**src/rtl/coin_dispense_sequencer_pkg.sv**
```systemverilog
// Shared types and constants for the coin dispense sequencer: FSM states,
// channel indices and the payout priority order.
package coin_dispense_pkg;

    typedef enum logic [2:0] {
        IDLE,
        SELECT,
        PUSH,
        WAIT_BEAM,
        SETTLE,
        ERROR
    } state_t;

    localparam int N_CH = 4;

    localparam logic [1:0] CH_1  = 2'd0;
    localparam logic [1:0] CH_5  = 2'd1;
    localparam logic [1:0] CH_10 = 2'd2;
    localparam logic [1:0] CH_25 = 2'd3;

    // Packed lowest-priority first, so a forward scan leaves the highest winner.
    localparam logic [7:0] PRIO_ORDER = {CH_25, CH_10, CH_5, CH_1};

    // Returns {found, channel} for the highest-priority channel with coins left.
    function automatic logic [2:0] pick_channel(input logic [N_CH-1:0] nonzero);
        logic [2:0] sel;
        logic [1:0] ch;
        sel = 3'b000;
        for (int i = 0; i < N_CH; i++) begin
            ch = PRIO_ORDER[2*i +: 2];
            if (nonzero[ch]) sel = {1'b1, ch};
        end
        return sel;
    endfunction

endpackage

```
**src/rtl/coin_dispense_sequencer_if.sv**
```systemverilog
// CPU-side request/status bundle of the coin dispense sequencer.
interface coin_dispense_sequencer_if #(
    parameter int CNT_W = 8
);
    logic               start;
    logic               abort;
    logic [CNT_W-1:0]   count_1;
    logic [CNT_W-1:0]   count_5;
    logic [CNT_W-1:0]   count_10;
    logic [CNT_W-1:0]   count_25;
    logic               busy;
    logic               done;
    logic               error;
    logic [4*CNT_W-1:0] remaining;

    modport master (
        output start, abort, count_1, count_5, count_10, count_25,
        input  busy, done, error, remaining
    );

    modport slave (
        input  start, abort, count_1, count_5, count_10, count_25,
        output busy, done, error, remaining
    );
endinterface

```
**src/rtl/coin_dispense_sequencer_beam_edge_sync.sv**
```systemverilog
// Two-flop synchronizer for one asynchronous beam-break input, followed by
// a rising-edge detector producing a single-cycle pulse.
module beam_edge_sync (
    input  logic clk,
    input  logic rst_n,
    input  logic raw,
    output logic pulse
);
    logic meta;
    logic sync;
    logic sync_d;

    always_ff @(posedge clk or negedge rst_n) begin
        if (!rst_n) begin
            meta   <= 1'b0;
            sync   <= 1'b0;
            sync_d <= 1'b0;
        end else begin
            meta   <= raw;
            sync   <= meta;
            sync_d <= sync;
        end
    end

    assign pulse = sync & ~sync_d;
endmodule

```
**src/rtl/coin_dispense_sequencer.sv**
```systemverilog
// Fires the coin-ejector servos one coin at a time, largest denomination
// first, confirming each coin by its beam break and retrying on timeout.
module coin_dispense_sequencer
    import coin_dispense_pkg::*;
#(
    parameter int PUSH_CYCLES    = 15000000,
    parameter int TIMEOUT_CYCLES = 30000000,
    parameter int SETTLE_CYCLES  = 6000000,
    parameter int MAX_RETRY      = 2,
    parameter int CNT_W          = 8
) (
    input  logic                    clk,
    input  logic                    rst_n,
    coin_dispense_sequencer_if.slave bus,
    input  logic [N_CH-1:0]         beam_raw,
    output logic [N_CH-1:0]         servo_ctrl
);
    localparam int TMAX_A    = (TIMEOUT_CYCLES > SETTLE_CYCLES) ? TIMEOUT_CYCLES : SETTLE_CYCLES;
    localparam int TIMER_MAX = (TMAX_A > PUSH_CYCLES) ? TMAX_A : PUSH_CYCLES;
    localparam int TW        = $clog2(TIMER_MAX + 1);
    localparam int RW        = $clog2(MAX_RETRY + 2);
    localparam int RMW       = N_CH * CNT_W;

    state_t           state, state_n;
    logic [1:0]       ch, ch_n;
    logic [RW-1:0]    retry, retry_n;
    logic [TW-1:0]    timer, timer_n, timer_inc;
    logic [RMW-1:0]   rem, rem_n;
    logic [CNT_W-1:0] rem_ch;
    logic [N_CH-1:0]  beam_edge, nonzero, servo_n;
    logic [2:0]       pick;
    logic             busy_q, done_q, error_q, done_n;

    for (genvar g = 0; g < N_CH; g++) begin : g_beam
        beam_edge_sync u_sync (
            .clk   (clk),
            .rst_n (rst_n),
            .raw   (beam_raw[g]),
            .pulse (beam_edge[g])
        );
        assign nonzero[g] = |rem[g*CNT_W +: CNT_W];
    end

    always_comb begin
        state_n   = state;
        ch_n      = ch;
        retry_n   = retry;
        timer_n   = timer;
        rem_n     = rem;
        done_n    = 1'b0;
        pick      = pick_channel(nonzero);
        rem_ch    = rem[int'(ch)*CNT_W +: CNT_W];
        timer_inc = (timer == TW'(TIMER_MAX)) ? timer : timer + 1'b1;

        case (state)
            IDLE, ERROR: begin
                if (bus.start) begin
                    rem_n   = {bus.count_25, bus.count_10, bus.count_5, bus.count_1};
                    retry_n = '0;
                    state_n = SELECT;
                end
            end
            SELECT: begin
                if (pick[2]) begin
                    ch_n    = pick[1:0];
                    timer_n = '0;
                    state_n = PUSH;
                end else begin
                    done_n  = 1'b1;
                    state_n = IDLE;
                end
            end
            PUSH, WAIT_BEAM: begin
                timer_n = timer_inc;
                // The retry count is per coin: a confirmed coin resets it.
                if (beam_edge[ch]) begin
                    if (rem_ch != '0) rem_n[int'(ch)*CNT_W +: CNT_W] = rem_ch - 1'b1;
                    retry_n = '0;
                    timer_n = '0;
                    state_n = SETTLE;
                end else if (timer >= TW'(TIMEOUT_CYCLES - 1)) begin
                    timer_n = '0;
                    if (retry < RW'(MAX_RETRY)) begin
                        retry_n = retry + 1'b1;
                        state_n = SETTLE;
                    end else begin
                        state_n = ERROR;
                    end
                end else if (state == PUSH && timer >= TW'(PUSH_CYCLES - 1)) begin
                    state_n = WAIT_BEAM;
                end
            end
            SETTLE: begin
                timer_n = timer_inc;
                if (timer >= TW'(SETTLE_CYCLES - 1)) begin
                    timer_n = '0;
                    state_n = SELECT;
                end
            end
            default: state_n = IDLE;
        endcase

        if (bus.abort) begin
            state_n = IDLE;
            rem_n   = '0;
            retry_n = '0;
            timer_n = '0;
            done_n  = 1'b0;
        end

        servo_n = (state_n == PUSH) ? (N_CH'(1) << ch_n) : '0;
    end

    always_ff @(posedge clk or negedge rst_n) begin
        if (!rst_n) begin
            state      <= IDLE;
            ch         <= CH_1;
            retry      <= '0;
            timer      <= '0;
            rem        <= '0;
            servo_ctrl <= '0;
            busy_q     <= 1'b0;
            done_q     <= 1'b0;
            error_q    <= 1'b0;
        end else begin
            state      <= state_n;
            ch         <= ch_n;
            retry      <= retry_n;
            timer      <= timer_n;
            rem        <= rem_n;
            servo_ctrl <= servo_n;
            busy_q     <= (state_n inside {SELECT, PUSH, WAIT_BEAM, SETTLE});
            done_q     <= done_n;
            error_q    <= (state_n == ERROR);
        end
    end

    assign bus.busy      = busy_q;
    assign bus.done      = done_q;
    assign bus.error     = error_q;
    assign bus.remaining = rem;
endmodule

```
**src/flat_wrapper.sv**
```systemverilog
// flat-port wrapper written by rule: the top's interface ports become plain ports
module coin_dispense_sequencer_flat import coin_dispense_pkg::*;
#(
    parameter int PUSH_CYCLES    = 15000000,
    parameter int TIMEOUT_CYCLES = 30000000,
    parameter int SETTLE_CYCLES  = 6000000,
    parameter int MAX_RETRY      = 2,
    parameter int CNT_W          = 8
)
  (clk, rst_n, beam_raw, servo_ctrl, bus_start, bus_abort, bus_count_1, bus_count_5, bus_count_10, bus_count_25, bus_busy, bus_done, bus_error, bus_remaining);
  coin_dispense_sequencer_if #(.CNT_W(CNT_W)) bus_i ();
  input  logic clk;
  input  logic rst_n;
  input  logic [N_CH-1:0] beam_raw;
  output logic [N_CH-1:0] servo_ctrl;
  input wire logic [$bits(bus_i.start)-1:0] bus_start;
  input wire logic [$bits(bus_i.abort)-1:0] bus_abort;
  input wire logic [$bits(bus_i.count_1)-1:0] bus_count_1;
  input wire logic [$bits(bus_i.count_5)-1:0] bus_count_5;
  input wire logic [$bits(bus_i.count_10)-1:0] bus_count_10;
  input wire logic [$bits(bus_i.count_25)-1:0] bus_count_25;
  output wire logic [$bits(bus_i.busy)-1:0] bus_busy;
  output wire logic [$bits(bus_i.done)-1:0] bus_done;
  output wire logic [$bits(bus_i.error)-1:0] bus_error;
  output wire logic [$bits(bus_i.remaining)-1:0] bus_remaining;
  assign bus_i.start = bus_start;
  assign bus_i.abort = bus_abort;
  assign bus_i.count_1 = bus_count_1;
  assign bus_i.count_5 = bus_count_5;
  assign bus_i.count_10 = bus_count_10;
  assign bus_i.count_25 = bus_count_25;
  assign bus_busy = bus_i.busy;
  assign bus_done = bus_i.done;
  assign bus_error = bus_i.error;
  assign bus_remaining = bus_i.remaining;
  coin_dispense_sequencer #(.PUSH_CYCLES(PUSH_CYCLES), .TIMEOUT_CYCLES(TIMEOUT_CYCLES), .SETTLE_CYCLES(SETTLE_CYCLES), .MAX_RETRY(MAX_RETRY), .CNT_W(CNT_W)) u_core (.clk(clk), .rst_n(rst_n), .bus(bus_i), .beam_raw(beam_raw), .servo_ctrl(servo_ctrl));
endmodule
```
**config.mk**
```make
export PLATFORM = sky130hd
export DESIGN_NAME = coin_dispense_sequencer_flat
export DESIGN_NICKNAME = d
export VERILOG_FILES = /design/src/rtl/coin_dispense_sequencer_pkg.sv /design/src/rtl/coin_dispense_sequencer_if.sv /design/src/rtl/coin_dispense_sequencer_beam_edge_sync.sv /design/src/rtl/coin_dispense_sequencer.sv /design/src/flat_wrapper.sv
export SDC_FILE = /design/constraint.sdc
export NUM_CORES = 1
export LEC_CHECK = 0
export CELL_PAD_IN_SITES_DETAIL_PLACEMENT = 2
export CELL_PAD_IN_SITES_GLOBAL_PLACEMENT = 2
export CORE_ASPECT_RATIO = 0.7
export CORE_MARGIN = 3
export CORE_UTILIZATION = 33
export DETAILED_ROUTE_END_ITERATION = 12
export PLACE_DENSITY_LB_ADDON = 0.15
export SYNTH_ARGS = -nofsm -noshare
export SYNTH_HDL_FRONTEND = slang
export SYNTH_SLANG_ARGS = --single-unit
export TNS_END_PERCENT = 100
```
**constraint.sdc**
```tcl
create_clock -name clk -period 3.3 [get_ports clk]
set_clock_uncertainty 0.05 [all_clocks]
set_input_delay 0.825 -clock clk [delete_from_list [all_inputs] [get_ports clk]]
set_output_delay 0.825 -clock clk [all_outputs]
set_load 0.02 [all_outputs]
```
==> run summary, run 1 <==
Status
* result of the run: completed

Route
* post-detailed-route via-to-cell ratio: 5.80
* final wirelength: 18.0 mm
* top layer reached by signal wires: met4
* per-cell routed wire length: 23.0 um
* met2 routed WL: 7.67 mm
* overall via count from detail_route: 4537
* DRC violation count after routing: 0
* Iter 0 DRT Violations: 298
* number of detailed-route iterations in the first pass: 4
* Met3 Routed Length: 1.04 mm
* remaining number of nets flagged by the antenna check after routing: 0
* Routed met1 length: 9.12 mm

Worst hold path
* Cells on Worst Hold Path: 0
* kind of path behind the tightest hold check: reg2reg

Clock tree
* CTS max path bufs: 2
* CTS Root Buffer Type: sky130_fd_sc_hd__clkbuf_16
* number of CTS-inserted buffers: 9
* buffers inserted by post-CTS timing repair: 0
* post-CTS clock slew at the launch and capture registers of the worst setup and hold paths: 0.07 ns
* hold_buf cts: 0
* clock tree from TritonCTS: done
* post-CTS sizing: 0
* clock tree sinks: 83
* insertion delay to the later sink of the worst-skew pair: 0.35 ns
* H-tree Lvls: 3

STA
* post-layout minimum cycle time: 2.97 ns
* count of endpoints failing hold in the final timing report: 0
* relative slew slack: 55.4%
* maximum clock rate: 0.336 GHz
* final setup violation count: 0
* slew of the pin with the lowest slew margin: 0.668 ns
* Fin Hold WS: 0.298 ns
* share of the cycle needed by the critical path after routing: 90.1%
* unrepaired setup endpoints after global routing: no
* Total Neg Setup Slack: 0 ns
* final slew viol count: 0

Cells and area
* post-route cell area: 6140 um^2
* number of standard cells in the layout, taps in and fillers out: 782
* fin nets: 634
* ant diodes: 0
* synth-to-layout area growth: 26.1%
* fraction of final layout cells with drive strength greater than 1: 10.6%

Logic synthesis
* top-count cell post-synth: sky130_fd_sc_hd__dfrtp_1
* post-synthesis cell count: 512
* fraction of post-synthesis cell area in the top cell type by area: 42.7%
* synthesized netlist net count: 559
* average cell area after synthesis: 9.51 um^2
* fraction of synthesis flops using an asynchronous set or reset pin: 100%
* library cell with the largest summed area after synthesis: sky130_fd_sc_hd__dfrtp_1
* number of synthesized register bits: 83
* top cells by count, synth: sky130_fd_sc_hd__dfrtp_1 (83), sky130_fd_sc_hd__nand2_1 (68), sky130_fd_sc_hd__nor2_1 (32)
* number of synthesized flops with an enable pin: 0
* sequential-to-total area share from yosys stat: 42.7%
* synth top area cells: sky130_fd_sc_hd__dfrtp_1 (43%), sky130_fd_sc_hd__nand2_1 (5.2%), sky130_fd_sc_hd__o31ai_1 (4.0%)
* number of library cell types mapped by synthesis: 66
* top_reg_cell synth: sky130_fd_sc_hd__dfrtp_1
* Cell Area, Synth: 4870 um^2
* count of yosys warnings during synthesis: 0

Placement
* count of buffers inserted at the top-level ports: 78
* global placer's final weighted congestion: 0.828
* sum of net half-perimeters after detailed placement: 13.8 mm
* total instance count after detailed placement: 766
* placed cell areas: 5850 um^2

Worst setup path
* required time reported for the critical path endpoint: 3.51 ns
* nature of the critical path endpoint: flip-flop
* data arrival time of the worst path: 3.18 ns
* R2R cell count: 6
* Crit Path Max Fanout: 13
* startpoint types: flip-flop
* Crit Path Class: reg2reg

Global route
* antenna violations before repair: 0
* largest net degree at the start of global routing: 48
* total congestion overflow: 0
* number of global-route vias before repair: 4781
* global-route wire length before repair: 28.5 mm
* global router's overall resource usage: 22.9%

Power
* IR drop worst, VDD: 0.282 mV
* LEAKAGE: 0.00249 uW
* Power Dens Cells: 688 nW/um^2

Floorplan
* overall die area: 16300 um^2
* boundary pin count: 79
* effective utilization at floorplan: 34.3%
* die boundary height: 108 um
* Floorplan Core Area: 14200 um^2
* row count: 36
* x dimension of the die: 151 um

Run
* number of max-cap violations: 0

-- final timing paths --
kind                                              start                      endpoint  slack [ns]
min                        u_core.g_beam[2].u_sync.meta  u_core.g_beam[2].u_sync.sync        0.30
max                            u_core.bus.remaining[17]               u_core.timer[5]        0.33
max in group asynchronous                         rst_n      u_core.bus.remaining[31]        2.16
max reg2reg                    u_core.bus.remaining[17]               u_core.timer[5]        0.33
min reg2reg                u_core.g_beam[2].u_sync.meta  u_core.g_beam[2].u_sync.sync        0.30
min in group asynchronous                         rst_n              u_core.timer[11]        0.40
-- metrics by stage --
stage | setup slack [ns] | total power, uW | util [%]
2_1_floorplan | 0.684 | 2370 | -
3_3_place_gp | 0.468 | 3110 | 41.2
3_5_place_dp | 0.405 | 3180 | 41.2
4_1_cts | 0.333 | 4240 | 43.3
5_1_grt | 0.171 | 4460 | 43.3
6_report | 0.327 | 4220 | 43.3
-- final cells by class --
cell class	count	area [um^2]
fillers	1525	8050
multi-input cells	386	2570
flip-flops and latches	83	2080
repair buffers	95	918
well taps	190	238
clock buffers	10	229
clock inverters	6	65.1
inverters	12	45.0
-- logic make-up after synthesis --
family / count (synthesis) / synth area share (%)
AND/OR/NAND/NOR: 202 / 21.6
buffers and inverters: 43 / 4.57
XOR/XNOR: 5 / 0.900
multiplexers: 13 / 4.73
flip-flops: 83 / 42.7
AO/OA/AOI/OAI: 159 / 23.7
adder cells (fa/ha/maj): 7 / 1.80
-- layout by cell type, fill, tap and decap left out, types with 6 or more instances in the layout --
master	instances
sky130_fd_sc_hd__nor2b_1	6
sky130_fd_sc_hd__o21ai_0	21
sky130_fd_sc_hd__a21o_1	7
sky130_fd_sc_hd__nand2_1	68
sky130_fd_sc_hd__and3_1	10
sky130_fd_sc_hd__a21oi_1	30
sky130_fd_sc_hd__a22oi_1	12
sky130_fd_sc_hd__nand2b_1	8
sky130_fd_sc_hd__nand3_1	20
sky130_fd_sc_hd__clkbuf_16	9
sky130_fd_sc_hd__clkdlybuf4s50_1	77
sky130_fd_sc_hd__nor4_1	15
sky130_fd_sc_hd__ha_1	7
sky130_fd_sc_hd__buf_4	17
sky130_fd_sc_hd__dfrtp_1	83
sky130_fd_sc_hd__mux4_2	8
sky130_fd_sc_hd__a31oi_1	19
sky130_fd_sc_hd__o31ai_1	26
sky130_fd_sc_hd__a22o_1	13
sky130_fd_sc_hd__nor2_1	32
sky130_fd_sc_hd__inv_1	11
-- power by group --
| part | switching [uW] | leakage, uW | internal [uW] |
|---|---|---|---|
| logic | 1140 | 0.00125 | 716 |
| clock network | 435 | 0.000143 | 588 |
| registers | 207 | 0.00110 | 1140 |
-- flip-flops by register name (all words and copies together), names as in the netlist --
| register | count |
|---|---|
| u_core.bus.busy | 1 |
| u_core.bus.done | 1 |
| u_core.bus.error | 1 |
| u_core.bus.remaining | 32 |
| u_core.ch | 2 |
| u_core.g_beam.u_sync.meta | 4 |
| u_core.g_beam.u_sync.sync | 4 |
| u_core.g_beam.u_sync.sync_d | 4 |
| u_core.retry | 2 |
| u_core.servo_ctrl | 4 |
| u_core.state | 3 |
| u_core.timer | 25 |
-- critical path: stages (launching register included) --
cell and delay [ns]:
sky130_fd_sc_hd__dfrtp_1 0.46, sky130_fd_sc_hd__nor4_1 0.49, sky130_fd_sc_hd__nand4_1 0.25, sky130_fd_sc_hd__o31ai_1 0.45, sky130_fd_sc_hd__nand3_1 0.59, sky130_fd_sc_hd__buf_4 0.37, sky130_fd_sc_hd__a31oi_1 0.21
-- per-layer routing --
layer  up-vias  global-route usage (%)
li1       2071                       -
met1      2345                    36.4
met2       105                    32.1
met3        16                    4.04
met4         0                    4.53
met5         -                       0
No activity file was read; power rests on OpenSTA's default activity.
==> run 2: changes to the inputs <==
--- a/config.mk
+++ b/config.mk
@@ -5,11 +5,13 @@
 export SDC_FILE = /design/constraint.sdc
 export NUM_CORES = 1
 export LEC_CHECK = 0
+export CAP_MARGIN = 20
 export CELL_PAD_IN_SITES_DETAIL_PLACEMENT = 2
 export CELL_PAD_IN_SITES_GLOBAL_PLACEMENT = 2
 export CORE_ASPECT_RATIO = 0.7
 export CORE_MARGIN = 3
 export CORE_UTILIZATION = 33
+export CTS_CLUSTER_SIZE = 8
 export DETAILED_ROUTE_END_ITERATION = 12
 export PLACE_DENSITY_LB_ADDON = 0.15
 export SYNTH_ARGS = -nofsm -noshare
==> constraint.sdc (replaced) <==
create_clock -name clk -period 3.2 [get_ports clk]
set_clock_uncertainty 0.05 [all_clocks]
set_input_delay 0.8 -clock clk [delete_from_list [all_inputs] [get_ports clk]]
set_output_delay 0.8 -clock clk [all_outputs]
set_load 0.02 [all_outputs]
==> run 2 against run 1 <==
  * First-iteration DRC count up 11%
  * Flip-flop and latch count did not move
  * Sequential power about the same
  * Cell area is 0.51% lower
  * Die area stayed put
  * Largest power group unchanged
  * Critical path type unchanged
  * Fmax increased by 1.9%
  * Clock power hardly changed
  * Global-route usage down 0.073 points
  * Highest routed layer unchanged
==> run summary, run 2 (same netlist as run 1, synthesis figures left out) <==
Clock tree
* CTS Root Buffer Type: sky130_fd_sc_hd__clkbuf_16
* post-CTS clock slew at the launch and capture registers of the worst setup and hold paths: 0.07 ns, about the same
* buffers inserted by post-CTS timing repair: 0, unchanged
* H-tree Lvls: 3, unchanged
* insertion delay to the later sink of the worst-skew pair: 0.35 ns, about the same
* CTS max path bufs: 2, unchanged
* number of CTS-inserted buffers: 9, unchanged
* clock tree sinks: 83, unchanged
* post-CTS sizing: 0, unchanged
* clock tree from TritonCTS: done
* hold_buf cts: 0, unchanged

Worst setup path
* Crit Path Max Fanout: 15, +2
* worst path cell trace: mux4_2, inv_1, ha_1, nor3b_2, nand2_1, o211a_4, a21oi_4, nor2_1, a22o_1
* CP Buf/Inv Count: 1, unchanged
* Worst path slowest cell: sky130_fd_sc_hd__mux4_2
* R2R cell count: 9, +3
* biggest cell delay along the critical path: 0.58 ns, about the same
* nature of the critical path endpoint: flip-flop
* required time reported for the critical path endpoint: 3.38 ns, -0.13 ns
* startpoint types: flip-flop
* cell family with the largest share of critical-path delay: compound AO/OA/AOI/OAI gates
* Crit Path Class: reg2reg
* data arrival time of the worst path: 3.10 ns, -0.08 ns
* setup slack on the worst flop-to-flop path: 0.28 ns, -0.04 ns
* destination of the worst register-to-register timing path: u_core.bus.remaining[30]
* startpoint of the worst register-to-register path: u_core.ch[0]

STA
* slew of the pin with the lowest slew margin: 0.726 ns, +0.0588 ns
* unrepaired setup endpoints after global routing: no
* final worst-path setup slack: 0.283 ns, -0.0442 ns
* count of endpoints failing hold in the final timing report: 0, unchanged
* final slew viol count: 0, unchanged
* final setup violation count: 0, unchanged
* post-layout minimum cycle time: 2.92 ns, -0.0558 ns
* maximum clock rate: 0.343 GHz, +1.9%
* relative slew slack: 51.2%, -4.1 points
* Total Neg Setup Slack: 0 ns, unchanged
* share of the cycle needed by the critical path after routing: 91.2%, +1.1 points

Route
* post-detailed-route via-to-cell ratio: 5.86, +0.98%
* DRC violation count after routing: 0, unchanged
* number of detailed-route iterations in the first pass: 4, unchanged
* final wirelength: 17.9 mm, -0.68%
* Iter 0 DRT Violations: 331, +11%
* per-cell routed wire length: 22.9 um, -0.30%
* remaining number of nets flagged by the antenna check after routing: 0, unchanged
* overall via count from detail_route: 4564, +0.60%

Power
* LEAKAGE: 0.00246 uW, -1.1%
* IR drop worst, VDD: 0.285 mV, +1.2%
* Power Dens Cells: 700 nW/um^2, +1.8%

Floorplan
* effective utilization at floorplan: 34.3%, unchanged
* boundary pin count: 79, unchanged
* overall die area: 16300 um^2, unchanged
* Floorplan Core Area: 14200 um^2, unchanged
* die boundary height: 108 um, unchanged
* x dimension of the die: 151 um, unchanged
* row count: 36, unchanged

Global route
* antenna violations before repair: 0, unchanged
* global router's overall resource usage: 22.8%, -0.073 points
* number of global-route vias before repair: 4652, -2.7%
* largest net degree at the start of global routing: 48, unchanged
* total congestion overflow: 0, unchanged
* global-route wire length before repair: 28.1 mm, -1.5%

Cells and area
* synth-to-layout area growth: 25.5%
* fin nets: 632, -0.32%
* leading cell type in the layout, fill and taps excluded: sky130_fd_sc_hd__dfrtp_1
* most frequent cells in the layout: sky130_fd_sc_hd__dfrtp_1 (83), sky130_fd_sc_hd__clkdlybuf4s50_1 (77), sky130_fd_sc_hd__nand2_1 (68)
* ant diodes: 0, unchanged
* fraction of final layout cells with drive strength greater than 1: 10.4%, -0.29 points
* number of flip-flops in the largest register: 32, unchanged

Run
* number of max-cap violations: 0, unchanged

Placement
* global placer's final weighted congestion: 0.855, +3.2%
* sum of net half-perimeters after detailed placement: 13.6 mm, -1.5%
* Placement Setup Slack: 0.276 ns, -0.129 ns
* count of buffers inserted at the top-level ports: 78, unchanged

Worst hold path
* WHS Endpoint: u_core.g_beam[2].u_sync.sync
* source of the worst hold timing path: u_core.g_beam[2].u_sync.meta
* kind of path behind the tightest hold check: reg2reg
* Cells on Worst Hold Path: 0, unchanged

Status
* result of the run: completed

## run 2: worst register-to-register path: cells and delay by family (launching register included)
family,cells,cell delay [ns]
compound gates,3,0.92
flops,1,0.48
simple gates,3,0.52
mux,1,0.58
fa+ha+maj,1,0.16
buf+inv,1,0.08
## run 2: worst max path at each step
stage                      start                        to  slack [ns]  depth (start not counted)
finish              u_core.ch[0]  u_core.bus.remaining[30]        0.28                          9
global route        u_core.ch[0]  u_core.bus.remaining[30]        0.13                          9
CTS                 u_core.ch[0]   u_core.bus.remaining[5]        0.28                          9
detailed placement  u_core.ch[0]   u_core.bus.remaining[6]        0.28                          9
global placement       bus_abort           u_core.bus.busy        0.39                          5
floorplan           u_core.ch[0]  u_core.bus.remaining[16]        0.58                         11
## run 2: metal layers
layer	global-route usage (%)	vias up	routed length, um
li1	-	2071	-
met4	4.66	0	178
met1	36.0	2375	9090
met2	32.4	105	7490
met5	0	-	0
met3	3.91	13	1110
## run 2: layout make-up
type                            instances  area, um^2
Clock buffer                           10         239
Clock inverter                          5        38.8
Fill cell                            1539        8080
Inverter                               12        45.0
Multi-Input combinational cell        386        2570
Sequential cell                        83        2080
Tap cell                              190         238
Timing Repair Buffer                   93         903
## run 2: power breakdown
group          internal, uW  leakage (uW)  switching, uW  total (uW)
clock network           546      0.000123            469        1020
logic                   706       0.00124           1190        1900
registers              1170       0.00110            193        1370
total                  2420       0.00246           1850        4280
## run 2: metrics by stage
stage / hold WS [ns] / total power (uW) / cells / area (um^2) / utilization (%)
5_1_grt: 0.319 / 4490 / 779 / 6110 / 43.1
3_5_place_dp: 0.293 / 3240 / 764 / 5830 / 41.1
2_1_floorplan: 0.281 / 2450 / 512 / 4870 / -
6_report: 0.303 / 4280 / 779 / 6110 / 43.1
3_3_place_gp: 0.285 / 3170 / 764 / 5830 / 41.1
4_1_cts: 0.308 / 4280 / 779 / 6110 / 43.1
==> RTL edit 1: new RTL, config.mk and constraints of run 1 <==
`MAX_RETRY` is set to 2 in 2 places; all go to 4.
--- a/src/rtl/coin_dispense_sequencer.sv
+++ b/src/rtl/coin_dispense_sequencer.sv
@@ -6,7 +6,7 @@
     parameter int PUSH_CYCLES    = 15000000,
     parameter int TIMEOUT_CYCLES = 30000000,
     parameter int SETTLE_CYCLES  = 6000000,
-    parameter int MAX_RETRY      = 2,
+    parameter int MAX_RETRY      = 4,
     parameter int CNT_W          = 8
 ) (
     input  logic                    clk,
--- a/src/flat_wrapper.sv
+++ b/src/flat_wrapper.sv
@@ -4,7 +4,7 @@
     parameter int PUSH_CYCLES    = 15000000,
     parameter int TIMEOUT_CYCLES = 30000000,
     parameter int SETTLE_CYCLES  = 6000000,
-    parameter int MAX_RETRY      = 2,
+    parameter int MAX_RETRY      = 4,
     parameter int CNT_W          = 8
 )
   (clk, rst_n, beam_raw, servo_ctrl, bus_start, bus_abort, bus_count_1, bus_count_5, bus_count_10, bus_count_25, bus_busy, bus_done, bus_error, bus_remaining);
Function: same outputs for any inputs over 4 cycles, from zero or initial values and one cycle with rst_n low; that may be too few to reach the edited logic, so the function may still have changed.
==> RTL edit 1 against run 1 <==
  * Sequential cell count rose by 1
  * Routed wire length rose by 14%
  * Combinational power rose by 76%
  * Total power rose by 41%
  * Count of clock-buffer cells in the layout fell by 1
  * Sequential power rose by 25%
  * Area after synthesis rose by 4.5%
  * Design area rose by 5.5%
  * Worst setup slack got worse by 120 ps
  * Die area rose by 4.3%
  * Critical endpoint is now u_core.bus.remaining[31]
  * Largest power group unchanged
==> RTL edit 1: results (changes against run 1) <==
Global routing
  – Largest net degree at the start of global routing: 53 (+10%)
  – Vias in the first global route: 5,184 (+8.4%)
  – GRT Util Overall: 0.247 (+0.0180)
  – First-pass GRT wire length: 32,000 µm (+12%)

Worst setup path
  – CP arrival: 3300 ps (+120 ps)
  – Crit path max fanout: 8 (-5)

Clocking
  – Root buffer cell: clkbuf_16
  – H-tree levels: 3 (unchanged)
  – Clk pin slew, worst setup/hold paths: 70 ps (about the same)

Logic synthesis
  – Mapped Cells: 542 (+5.9%)
  – Sequential share of the synthesized area: 0.413 (-0.0133)
  – Commonest cells post-synth: dfrtp_1 (84), nand2_1 (68), nor2_1 (29), clkbuf_1 (23), a22o_1 (21)
  – Top cells by area, synth: dfrtp_1 (41%), nand2_1 (5.0%), a22o_1 (3.6%)
  – Syn Nets: 590 (+5.5%)
  – Ys Warns: 0 (unchanged)

Detailed routing
  – Avg WL per Cell: 24.8 µm (+7.8%)
  – Total number of vias: 5,007 (+10%)
  – Met2 wire len: 8740 µm (+14%)
  – Met3 wire length: 1440 µm (+38%)
  – Met1 wire length: 10,100 µm (+11%)
  – First DRT Iteration DRCs: 309 (+3.7%)
  – DR pass1 iterations: 4 (unchanged)

Power
  – Leakage: 2.68 nW (+7.9%)
  – Worst VDD drop: 0.420 mV (+49%)

Placed design
  – Final GP Congestion: 0.867 (+4.6%)
  – Place WS: 299 ps (-106 ps)
  – Placed wire-length estimate: 15,500 µm (+12%)
  – Dpl cells: 807 (+5.4%)

Finish
  – Largest register FFs: 32 (unchanged)
  – Final non-filler cell total: 825 (+5.5%)
  – Number of nets in the layout: 673 (+6.2%)
  – Share of cells above drive strength 1: 0.119 (+0.0126)
  – Number of diodes: 0 (unchanged)

Outcome
  – Run status: finished, final reports clean

STA
  – Slew headroom: 0.456 (-0.0979)
## RTL edit 1: changes by cell type after synthesis, moves of 6 or more
cell      change
a21o_1        +9
a21oi_1      -21
a221o_1       +7
a221oi_1     +13
a22o_1        +8
a31oi_1      -14
buf_4         -7
clkbuf_1     +10
nand4_1       +6
nor3_1       +11
o31ai_1       -6
or2_2         +8
## RTL edit 1: report_power, final
part           switching, W  internal, W
combinational       0.00198      0.00129
sequential         0.000393      0.00127
clock              0.000498     0.000532
total               0.00287      0.00310
## RTL edit 1: repair_timing
| action | 4_1_cts | 5_1_grt |
|---|---|---|
| setup endpoints to repair | 0 | 1 |
| buffers inserted | 0 | 2 |
| resized for setup | 0 | 0 |
## RTL edit 1: logic make-up (layout without fill, tap and decap cells)
group,after synthesis,count (layout),synth area share
adders and majority gates,8,8,0.0197
xor gates and xnor gates,5,5,0.00861
DFF,84,84,0.413
muxes,10,10,0.0443
AOI/OAI and AO/OA,168,168,0.251
and+or+nand+nor,219,219,0.225
buffers and inverters,48,136,0.0384
## RTL edit 1: worst max-delay path, cell delays in order, from the launching register on
cell and delay (ps):
dfrtp_1 470, mux4_1 640, inv_1 220, ha_1 220
nor3b_2 330, nand4b_1 230, o211ai_1 380, nor2_1 190
a22o_1 250
## RTL edit 1: stage by stage
step                      hold WS, ps  total power (W)  instance area [µm²]
after floorplan                   281          0.00340                 5090
after global placement            284          0.00474                 6170
after detailed placement          287          0.00486                 6170
after CTS                         304          0.00593                 6460
after global routing              314          0.00628                 6480
final                             302          0.00597                 6480
## RTL edit 1: layout make-up
| cell class | count | area, µm² |
|---|---|---|
| fillers | 1636 | 8430 |
| multi-input cells | 410 | 2790 |
| flip-flops and latches | 84 | 2100 |
| repair buffers | 106 | 996 |
| well taps | 195 | 244 |
| clock buffers | 9 | 225 |
| clock inverters | 7 | 67.6 |
| inverters | 14 | 52.6 |
## RTL edit 1: final timing paths
kind / from / to / slack (ps) / cells after the start
worst max register to register: u_core.ch[0] / u_core.bus.remaining[31] / 200 / 8
min in group asynchronous: rst_n / u_core.bus.remaining[14] / 360 / 1
max in group asynchronous: rst_n / u_core.bus.busy / 2180 / 2
worst max-delay path: u_core.ch[0] / u_core.bus.remaining[31] / 200 / 8
worst min-delay path: u_core.g_beam[0].u_sync.meta / u_core.g_beam[0].u_sync.sync / 300 / 0
worst min register to register: u_core.g_beam[0].u_sync.meta / u_core.g_beam[0].u_sync.sync / 300 / 0
## RTL edit 1: layer usage
layer,vias up,global-route usage
li1,2251,-
met2,148,0.360
met1,2595,0.381
met3,13,0.0476
met5,-,0
met4,0,0.0460
==> RTL edit 2: new RTL, config.mk and constraints of run 1 <==
Without the edit above. Put one more register stage on the output `servo_ctrl`, without a reset. The value now appears one clock later. The other outputs are not delayed to match.
--- a/src/rtl/coin_dispense_sequencer.sv
+++ b/src/rtl/coin_dispense_sequencer.sv
@@ -20,6 +20,8 @@
     localparam int TW        = $clog2(TIMER_MAX + 1);
     localparam int RW        = $clog2(MAX_RETRY + 2);
     localparam int RMW       = N_CH * CNT_W;
+
+    logic [N_CH-1:0] servo_ctrl_s0;
 
     state_t           state, state_n;
     logic [1:0]       ch, ch_n;
@@ -118,7 +120,7 @@
             retry      <= '0;
             timer      <= '0;
             rem        <= '0;
-            servo_ctrl <= '0;
+            servo_ctrl_s0 <= '0;
             busy_q     <= 1'b0;
             done_q     <= 1'b0;
             error_q    <= 1'b0;
@@ -128,7 +130,7 @@
             retry      <= retry_n;
             timer      <= timer_n;
             rem        <= rem_n;
-            servo_ctrl <= servo_n;
+            servo_ctrl_s0 <= servo_n;
             busy_q     <= (state_n inside {SELECT, PUSH, WAIT_BEAM, SETTLE});
             done_q     <= done_n;
             error_q    <= (state_n == ERROR);
@@ -139,5 +141,9 @@
     assign bus.done      = done_q;
     assign bus.error     = error_q;
     assign bus.remaining = rem;
+    always_ff @(posedge clk) begin
+        servo_ctrl <= servo_ctrl_s0;
+    end
+
 endmodule
 
Formal check against the unedited RTL: not equivalent (Yosys sat finds a counterexample within 4 cycles, from zero or initial values and one cycle with rst_n low).
==> RTL edit 2 against run 1 <==
  * Non-clock buffer count up 8
  * Critical endpoint is now u_core.bus.remaining[26]
  * Routed wire length grew 0.77%
  * Via count fell by 4.3%
  * Worst setup slack got worse by 100 ps
  * Largest power group unchanged
  * Design area is 2.2% higher
  * Total power is 7.6% higher
  * Sequential cell count grew 4
  * Area after synthesis rose by 0.23%
  * Combinational power is 7% higher
==> RTL edit 2: results (changes against run 1) <==
Logic synthesis
  – Asr flop ratio synth: 0.954 (-0.0460)
  – Top cells by area, synth: dfrtp_1 (43%), nor2_1 (4.6%), nand2_1 (3.9%)
  – Sequential share of the synthesized area: 0.442 (+0.0154)
  – Commonest cells post-synth: dfrtp_1 (83), nor2_1 (60), nand2_1 (51), o31ai_1 (24), a21oi_1 (19)
  – Syn Nets: 550 (-1.6%)
  – Post-synth cell types: 60 (-9.1%)

Finish
  – Number of diodes: 0 (unchanged)
  – Fill cell count: 1,496 (-1.9%)
  – Number of nets in the layout: 637 (+0.47%)
  – Share of cells above drive strength 1: 0.114 (+0.00787)

Power
  – Worst VDD drop: 0.276 mV (-2.1%)
  – Leakage: 2.56 nW (+2.8%)

Worst setup path
  – R2R Setup Slk: 220 ps (-100 ps)
  – CP max-delay cell: mux4_2
  – CP arrival: 3250 ps (+70 ps)
  – Reg2Reg Depth: 9 (+3)
  – Crit path max fanout: 19 (+6)
  – Launching point of the worst reg2reg path: u_core.ch[0]
  – CP endpoint: u_core.bus.remaining[26]

Detailed routing
  – Routed WL: 18,100 µm (+0.77%)
  – Met3 wire length: 941 µm (-9.4%)
  – Total number of vias: 4,342 (-4.3%)
  – First DRT Iteration DRCs: 327 (+9.7%)
  – Met1 wire length: 9290 µm (+1.8%)
  – Met2 wire len: 7780 µm (+1.4%)

STA
  – Slew headroom: 0.212 (-0.341)

Min path
  – Worst Hold End: u_core.servo_ctrl[2]
  – Min-delay worst type: reg -> reg
  – Hold Startpoint: u_core.servo_ctrl_s0[2]

Global routing
  – Vias in the first global route: 4,731 (-1.0%)
  – First-pass GRT wire length: 28,400 µm (-0.53%)
  – GRT Util Overall: 0.228 (-0.000567)
  – Largest net degree at the start of global routing: 50 (+4.2%)

Placed design
  – Placed wire-length estimate: 13,700 µm (-1.1%)
  – Final GP Congestion: 0.836 (+0.92%)
  – Placement Cell Area: 0.00594 mm² (+1.6%)

Outcome
  – Run status: finished, final reports clean

Clocking
  – H-tree levels: 3 (unchanged)
  – Root buffer cell: clkbuf_16

Die
  – Die area: 0.0163 mm² (+0.22%)
[RTL edit 2: area by class of cell]
cell class / count / area [µm²] / share of cell area
Tap cell: 190 / 238 / 0.0379
Sequential cell: 87 / 2160 / 0.344
Timing Repair Buffer: 103 / 978 / 0.156
Clock inverter: 4 / 76.3 / 0.0122
Clock buffer: 12 / 256 / 0.0409
Inverter: 11 / 41.3 / 0.00658
Multi-Input combinational cell: 378 / 2530 / 0.403
[RTL edit 2: worst max-delay path: cells and delay by family (launching register included)]
family / cells / cell delay (ps)
compound gates: 3 / 580
buf+inv: 2 / 520
flops: 1 / 460
mux: 1 / 580
simple gates: 3 / 780
[RTL edit 2: through the flow]
stage,utilization,std cells,setup WS (ps),hold slack (ps),total power (W)
floorplan,-,503,457,274,0.00250
global placement,0.419,769,159,280,0.00330
detailed placement,0.419,769,35.7,280,0.00337
CTS,0.442,785,137,296,0.00455
global route,0.442,785,78.4,310,0.00477
finish,0.442,785,223,294,0.00454
[RTL edit 2: what timing repair did]
item	4_1_cts	5_1_grt
setup endpoints to repair	0	8
hold buffers	0	0
gates resized for setup	0	1
[RTL edit 2: cell families after synthesis]
kind of cell               synth area share
buffers and inverters                0.0405
muxes                                0.0390
and+or+nand+nor                       0.229
AOI/OAI and AO/OA                     0.180
xor gates and xnor gates             0.0521
DFF                                   0.442
adders and majority gates            0.0179
[RTL edit 2: power breakdown]
| part | total (W) | internal, W | switching, W |
|---|---|---|---|
| Clock | 0.00116 | 0.000709 | 0.000447 |
| Combinational | 0.00199 | 0.000751 | 0.00124 |
| Sequential | 0.00140 | 0.00119 | 0.000202 |
| Total | 0.00454 | 0.00265 | 0.00189 |
[RTL edit 2: metal layers]
layer,global-route usage,vias to the layer above
li1,-,2012
met1,0.360,2235
met2,0.329,85
met3,0.0396,10
met4,0.0343,0
met5,0,-
